===== src/rtl/gol_pkg.sv =====
// Shared definitions for the Game of Life generation sequencer.
package gol_pkg;

  localparam int GRID_W = 64;

  localparam logic [GRID_W-1:0] GOL_DEFAULT_SEED = 64'h4020_E000_0000_0000;

  typedef enum logic [2:0] {
    IDLE,
    WAIT,
    EVAL,
    ACK,
    DONE
  } gol_state_t;

endpackage


===== src/rtl/gol_tick_div.sv =====
// Inter-generation delay counter: loads a delay, counts down while enabled
// and holds at zero.
module gol_tick_div #(
  parameter int W = 8
) (
  input  logic         clk,
  input  logic         reset,
  input  logic         load,
  input  logic [W-1:0] load_val,
  input  logic         en,
  output logic         zero
);

  logic [W-1:0] cnt;

  always_ff @(posedge clk or posedge reset) begin
    if (reset) begin
      cnt <= '0;
    end else if (load) begin
      cnt <= load_val;
    end else if (en && (cnt != '0)) begin
      cnt <= cnt - 1'b1;
    end
  end

  assign zero = (cnt == '0);

endmodule


===== src/rtl/gol_sequencer.sv =====
// Generation sequencer: owns the current grid register and decides when the
// external datapath's next generation is committed, with handshake and status.
module gol_sequencer
  import gol_pkg::*;
#(
  parameter int CNT_W  = 16,
  parameter int RATE_W = 8
) (
  input  logic              clk,
  input  logic              reset,
  input  logic [GRID_W-1:0] seed_i,
  input  logic              load_i,
  input  logic              run_i,
  input  logic              step_i,
  input  logic [CNT_W-1:0]  gen_limit_i,
  input  logic [RATE_W-1:0] rate_i,
  input  logic [GRID_W-1:0] next_grid_i,
  output logic [GRID_W-1:0] cur_grid_o,
  output logic [CNT_W-1:0]  gen_cnt_o,
  output logic              out_valid_o,
  input  logic              out_ready_i,
  output logic              busy_o,
  output logic              done_o,
  output logic              stable_o,
  output logic              extinct_o
);

  gol_state_t        state, state_nxt;
  logic [GRID_W-1:0] cur_grid;
  logic [CNT_W-1:0]  gen_cnt;
  logic              stable_q, extinct_q;
  logic              tick_load, tick_en, tick_zero;
  logic              commit, set_stable, set_extinct;

  gol_tick_div #(.W(RATE_W)) u_tick_div (
    .clk      (clk),
    .reset    (reset),
    .load     (tick_load),
    .load_val (rate_i),
    .en       (tick_en),
    .zero     (tick_zero)
  );

  always_ff @(posedge clk or posedge reset) begin
    if (reset) begin
      state <= IDLE;
    end else begin
      state <= state_nxt;
    end
  end

  always_comb begin
    state_nxt   = state;
    tick_load   = 1'b0;
    tick_en     = 1'b0;
    commit      = 1'b0;
    set_stable  = 1'b0;
    set_extinct = 1'b0;
    if (load_i) begin
      state_nxt = IDLE;
    end else begin
      case (state)
        IDLE: begin
          if (step_i) begin
            state_nxt = EVAL;
          end else if (run_i) begin
            state_nxt = WAIT;
            tick_load = 1'b1;
          end
        end
        WAIT: begin
          if (!run_i) begin
            state_nxt = IDLE;
          end else if (tick_zero) begin
            state_nxt = EVAL;
          end else begin
            tick_en = 1'b1;
          end
        end
        // An empty grid is reported as extinct even though it also equals itself.
        EVAL: begin
          if (next_grid_i == '0) begin
            commit      = 1'b1;
            set_extinct = 1'b1;
            state_nxt   = DONE;
          end else if (next_grid_i == cur_grid) begin
            set_stable = 1'b1;
            state_nxt  = DONE;
          end else begin
            commit    = 1'b1;
            state_nxt = ACK;
          end
        end
        ACK: begin
          if (out_ready_i) begin
            if ((gen_limit_i != '0) && (gen_cnt == gen_limit_i)) begin
              state_nxt = DONE;
            end else if (run_i) begin
              state_nxt = WAIT;
              tick_load = 1'b1;
            end else begin
              state_nxt = IDLE;
            end
          end
        end
        DONE: begin
          state_nxt = DONE;
        end
        default: begin
          state_nxt = IDLE;
        end
      endcase
    end
  end

  always_ff @(posedge clk or posedge reset) begin
    if (reset) begin
      cur_grid  <= GOL_DEFAULT_SEED;
      gen_cnt   <= '0;
      stable_q  <= 1'b0;
      extinct_q <= 1'b0;
    end else if (load_i) begin
      cur_grid  <= seed_i;
      gen_cnt   <= '0;
      stable_q  <= 1'b0;
      extinct_q <= 1'b0;
    end else begin
      if (commit) begin
        cur_grid <= next_grid_i;
      end
      // Saturate instead of wrapping so a long free run never looks fresh.
      if (commit && (gen_cnt != '1)) begin
        gen_cnt <= gen_cnt + 1'b1;
      end
      if (set_stable) begin
        stable_q <= 1'b1;
      end
      if (set_extinct) begin
        extinct_q <= 1'b1;
      end
    end
  end

  assign cur_grid_o  = cur_grid;
  assign gen_cnt_o   = gen_cnt;
  assign stable_o    = stable_q;
  assign extinct_o   = extinct_q;
  assign out_valid_o = (state == ACK);
  assign done_o      = (state == DONE);
  assign busy_o      = (state == WAIT) || (state == EVAL) || (state == ACK);

endmodule


===== config.mk =====
export PLATFORM = sky130hd
export DESIGN_NAME = gol_sequencer
export DESIGN_NICKNAME = d
export VERILOG_FILES = /design/src/rtl/gol_pkg.sv /design/src/rtl/gol_tick_div.sv /design/src/rtl/gol_sequencer.sv
export SDC_FILE = /design/constraint.sdc
export NUM_CORES = 1
export LEC_CHECK = 0
export ABC_CLOCK_PERIOD_IN_PS = 6550
export BUFFER_PORTS_ARGS = -buffer_cell sky130_fd_sc_hd__buf_2
export CELL_PAD_IN_SITES_DETAIL_PLACEMENT = 1
export CELL_PAD_IN_SITES_GLOBAL_PLACEMENT = 1
export CORE_ASPECT_RATIO = 0.6
export CORE_MARGIN = 5
export CORE_UTILIZATION = 25
export CTS_CLUSTER_SIZE = 25
export DETAILED_ROUTE_END_ITERATION = 10
export PLACE_DENSITY = 0.66
export SLEW_MARGIN = 10
export SYNTH_ARGS = -nofsm -noshare
export SYNTH_HDL_FRONTEND = slang
export SYNTH_SLANG_ARGS = --single-unit

===== constraint.sdc =====
create_clock -name clk -period 6.55 [get_ports clk]
set_input_delay 0.655 -clock clk [delete_from_list [all_inputs] [get_ports clk]]
set_output_delay 0.655 -clock clk [all_outputs]
set_load 0.01 [all_outputs]

* Word-level counts from Yosys, hierarchy flattened *
Index checks and enable logic that the tools add are counted.

storage, ports and cells
  output and inout bits = 85
  word-level logic and storage cells = 76
  register bits = 93
  input bits = 158

operators by class
  mux-type cells = 42
  reductions and logical operators = 16
  add/subtract/negate cells = 2
  equal/unequal tests = 10

operator list
  cell                                                   number
  2-to-1 mux 64 bit                                      2
  == test 64 bit                                         1
  logical NOT 64 bit                                     1
  2-to-1 mux 16 bit                                      2
  2-to-1 mux 3 bit                                       9
  2-to-1 mux 1 bit                                       25
  adder 16 x 1 -> 16 bit, second input constant          1
  == test 16 bit                                         1
  2-to-1 mux 8 bit                                       2
  inequality test 16 bit, second input constant          1
  nonzero test 16 bit                                    1
  one-hot mux 3 bit (5 select lines)                     1
  nonzero test 2 bit                                     5
  logical NOT 8 bit                                      1
  inequality test 4 bit, second input constant           2
  nonzero test 8 bit                                     1
  subtractor 8 x 1 -> 8 bit, second input constant       1
  == test 3 x 2 -> 1 bit, second input constant          2
  == test 3 x 1 -> 1 bit, second input constant          1
  == test 3 bit, second input constant                   1
  logical AND 1 bit                                      3
  logical NOT 3 bit                                      1
  inequality test 3 x 2 -> 1 bit, second input constant  1
  AND reduction 3 bit                                    1
  2 further kinds                                        3

* Longest topological paths before layout *
  word-level depth = 8
  gate-level depth with buffers = 10
  depth with buffers taken out = 9

* By module *
A second synthesis with hierarchy kept.

second synthesis, totals
  cell total of the unflattened synthesis = 840
  area, all modules = 6,645.1 µm²

by module, submodules not included
  module         cells an instance  sequential area each (µm²)  area each (µm²)  instances
  gol_sequencer  787                2,133.3                     6,149.6          1
  gol_tick_div   53                 200.2                       495.5            1

* Least setup slack after synthesis *
OpenSTA, ideal clock, no wires.

  path kind = input port to flip-flop
  start = input port next_grid_i[7]
  end = register cur_grid[35] (netlist: cur_grid_o[35])
  path buffers = 2
  stages = 8
  path slack = 4.081 ns
  library setup time = 0.146 ns
  data required time = 6.404 ns
  arrival = 2.323 ns
  path through = nor4_1 -> nand4_1 -> nor4_4 -> and2_1 -> clkbuf_1 -> clkbuf_1 -> or3_1 -> a221oi_1

on the way
  cells in the longest elaborated chain, start to end = 6
  elaborated cells between the ends (all ways) = 7
  classes of those cells = 1 x eq/ne; 4 x mux; 2 x reduce/logical

ends and longest elaborated chain
  element                           line                  text
  from (decl)                       gol_sequencer.sv:17   input logic [GRID_W-1:0] next_grid_i,
  == test 64 bit                    gol_sequencer.sv:86   end else if (next_grid_i == cur_grid) begin
  2-to-1 mux 1 bit                  gol_sequencer.sv:86
  2-to-1 mux 1 bit (*)              gol_sequencer.sv:82   if (next_grid_i == '0) begin
  2-to-1 mux 1 bit (*)              gol_sequencer.sv:62   case (state)
  2-to-1 mux 1 bit (*)              gol_sequencer.sv:59   if (load_i) begin
  nonzero test 2 bit (no line) (*)  n/a
  to (signal assigned)              gol_sequencer.sv:123  cur_grid <= seed_i;
  to (signal assigned)              gol_sequencer.sv:129  cur_grid <= next_grid_i;
  to (decl)                         gol_sequencer.sv:29   logic [GRID_W-1:0] cur_grid;

Mark *: on every way between the ends. The rest lies on a longest branch, timed or not.
A chain may end at the register's enable or synchronous reset.

* Worst setup path in the final report *
  start = input port next_grid_i[20]
  end = register cur_grid[46] (netlist: cur_grid_o[46])

The elaborated chain is that of the path after synthesis.

==> out/metrics.csv <==
metric,value,unit
Tcrit/Tclk final,57.92,%
Max stage delay on crit path,0.87,ns
design area,8349,um^2
Critical Path Fanout Max,40,
DRT iter0 DRCs,455,
die area,29690,um^2
Num CTS Buffers,9,
post-synthesis instance area,6560,um^2
vias in the first global route,7236,
layout cell share with drive strength beyond 1,27.26,%
"Slew Viols, Final",0,
Die Width,219.1,um
CP bufs+invs,2,
Mapped Nets,991,
initial core utilization,25.66,%
largest net degree at the start of global routing,91,
io pins,243,
Area Growth Syn to Fin,27.27,%
synthesis-stage register bit count,93,
"non-filler cells, final",1383,
TritonCTS clock tree,built,
Max Freq,263.6,MHz
Detailed Routing Iterations Pass 1,5,
final hold viol count,0,
worst-skew pair later-pin latency,0.36,ns
Internal Pwr Total,1.519,mW
Top delay family on crit path,simple AND/OR/NAND/NOR gates,
Hold WC Path Type,input pin to async pin,
setup TNS,0,ns
leakage,3.488,nW
outcome,"complete, no violations",
H-tree depth,3,
Crit-path slowest cell,nor4_1,
placed cells,1367,
Final GP Congestion,0.8098,
clk sinks,93,
Diodes inserted,0,
GRT Overall Usage,20.27,%
antenna violations before repair,2,
Fillers,3186,
critical path arrival,4.06,ns
detailed-route via count,7194,
"EDFF count, synth",0,
Reg power frac,35.7,%
Hold Buf Count CTS,0,
crit-path cells,buf_2 -> nor4_1 -> nand4_1 -> nor4_4 -> or2_2 -> buf_4 -> nor3_1 -> a221oi_1,
final layout net count,1187,
pwr dens,310.7,nW/um^2
CTS Buffer Depth,2,
mean area per synthesized cell,7.904,um^2
first-pass GRT wire length,45.96,mm
Net Sw Frac,41.45,%
Combinational Power Share,41.1,%
Setup crit end kind,register,
vias per cell,5.202,
Slew Limit Headroom,26.80,%
VDD IR-drop max,125.0,uV
DRT Wirelength,30.81,mm
number of gates resized after cts,0,
endpoints failing setup,0,
num rows,45,
WS Path Type,input pin to register,
Port Buf Inserts,242,
"most common cell after layout, fill and taps aside",buf_2,
Post-CTS Setup Bufs,0,
drt drc,0,
YS warnings,0,
Setup Skew,0.01307,ns
Routed WL per cell,22.27,um
most frequent cells in the layout,"buf_2, nor2_1, dfrtp_1",
Post-DP Area,8030,um^2
Synth cell types,48,
Mapped Cells,830,
post-synthesis sequential area ratio,35.57,%
CP Launch Type,input pin,
NetSw,1.075,mW
power share of the clock group,23.3,%
"Reg clk slew, reported paths",0.07,ns
Root Buffer,clkbuf_16,
Slew @ Worst Pin,1.095,ns
max-cap violation count,0,
Die H,135.5,um
CP required,6.81,ns
Synth async-reset ratio,100.0,%
DP HPWL,22.89,mm
Most used DFF post-synth,dfrtp_1,
RSZ-0062 raised after global routing,false,
Core Footprint,25560,um^2
ANT nets after route,0,
min Tclk post-route,3.794,ns
gr ovfl total,0,
worst reg2reg max path, stage by stage, from the launching register on:
cell      delay [ns]
dfrtp_1         0.43
xnor2_1         0.51
nand4_1         0.32
nor4_1          0.38
nand4_1         0.23
o211ai_2        0.93
o21ai_0         0.31
a21oi_1         0.20
final timing paths:
check                           startpoint              to  slack (ns)  cells past startpoint
max                        next_grid_i[20]  cur_grid_o[46]        2.76                      8
min                                  reset  cur_grid_o[29]        0.43                      2
max reg2reg                 cur_grid_o[19]    gen_cnt_o[6]        3.18                      7
min reg2reg                       stable_o        stable_o        0.53                      2
max in group asynchronous            reset  cur_grid_o[42]        5.03                      3
min in group clk                seed_i[62]  cur_grid_o[62]        0.52                      3
per-layer routing:
layer  up-vias  global-route usage, %  wire length [um]
met2       225                  27.54             12280
met3        27                  4.713              2061
met1      3545                  32.29             16050
li1       3393                      -                 -
met5         -                      0                21
met4         4                  3.486               389
metrics by stage:
stage	worst slack (ns)	power [mW]	hold slack, ns	util [%]
2_1_floorplan	3.483	1.531	0.5149	-
3_3_place_gp	2.322	1.984	0.5096	31.41
3_5_place_dp	2.315	2.004	0.5238	31.41
4_1_cts	2.695	2.621	0.4446	32.66
5_1_grt	2.488	2.765	0.4817	32.66
6_report	2.756	2.594	0.4339	32.66
cells in the mapped netlist (all sizes together), types with 5 or more instances:
master,n,share of area [%]
a221oi,64,8.5
inv,12,0.69
buf,13,1.0
nand3,7,0.53
dfstp,5,2.0
nor4,27,2.8
or4,7,0.80
clkbuf,52,3.0
dfrtp,88,34
nand2,77,4.4
o31ai,6,0.69
nor2,150,8.6
xnor2,85,11
nor3,71,5.5
nand4,30,2.9
o21ai,7,0.53
or3,71,6.8
a21oi,22,1.7
final cells by class:
cell class | count | area [um^2] | share of cell area [%]
multi-input combinational | 660 | 3935 | 47.13
timing repair buffer | 250 | 1274 | 15.26
tap | 352 | 440.4 | 5.275
clock buffer | 12 | 246.5 | 2.952
inverter | 12 | 47.55 | 0.5695
clock inverter | 4 | 72.57 | 0.8692
sequential | 93 | 2333 | 27.95
power by group through the flow:
stage | registers (mW) | clock network, mW | logic, mW
3_3_place_gp | 0.930 | 0 | 1.05
3_5_place_dp | 0.932 | 0 | 1.07
5_1_grt | 0.950 | 0.644 | 1.17
6_report | 0.925 | 0.603 | 1.07
4_1_cts | 0.923 | 0.623 | 1.08
2_1_floorplan | 0.940 | 0 | 0.591
flip-flops by register name, summed over array words and instances, names as in the netlist:
register,flops
gen_cnt_o,16
stable_o,1
u_tick_div.cnt,8
state,3
cur_grid_o,64
extinct_o,1
logic make-up after synthesis:
logic type	Yosys count	synth area share, %
AND/OR/NAND/NOR	457	34.12
AO/OA/AOI/OAI	110	12.97
flip-flops	93	35.57
XOR/XNOR	88	11.75
buffers and inverters	77	4.692
adder cells (fa/ha/maj)	3	0.5723
multiplexers	2	0.3242
(Power assumes the default switching activity.)
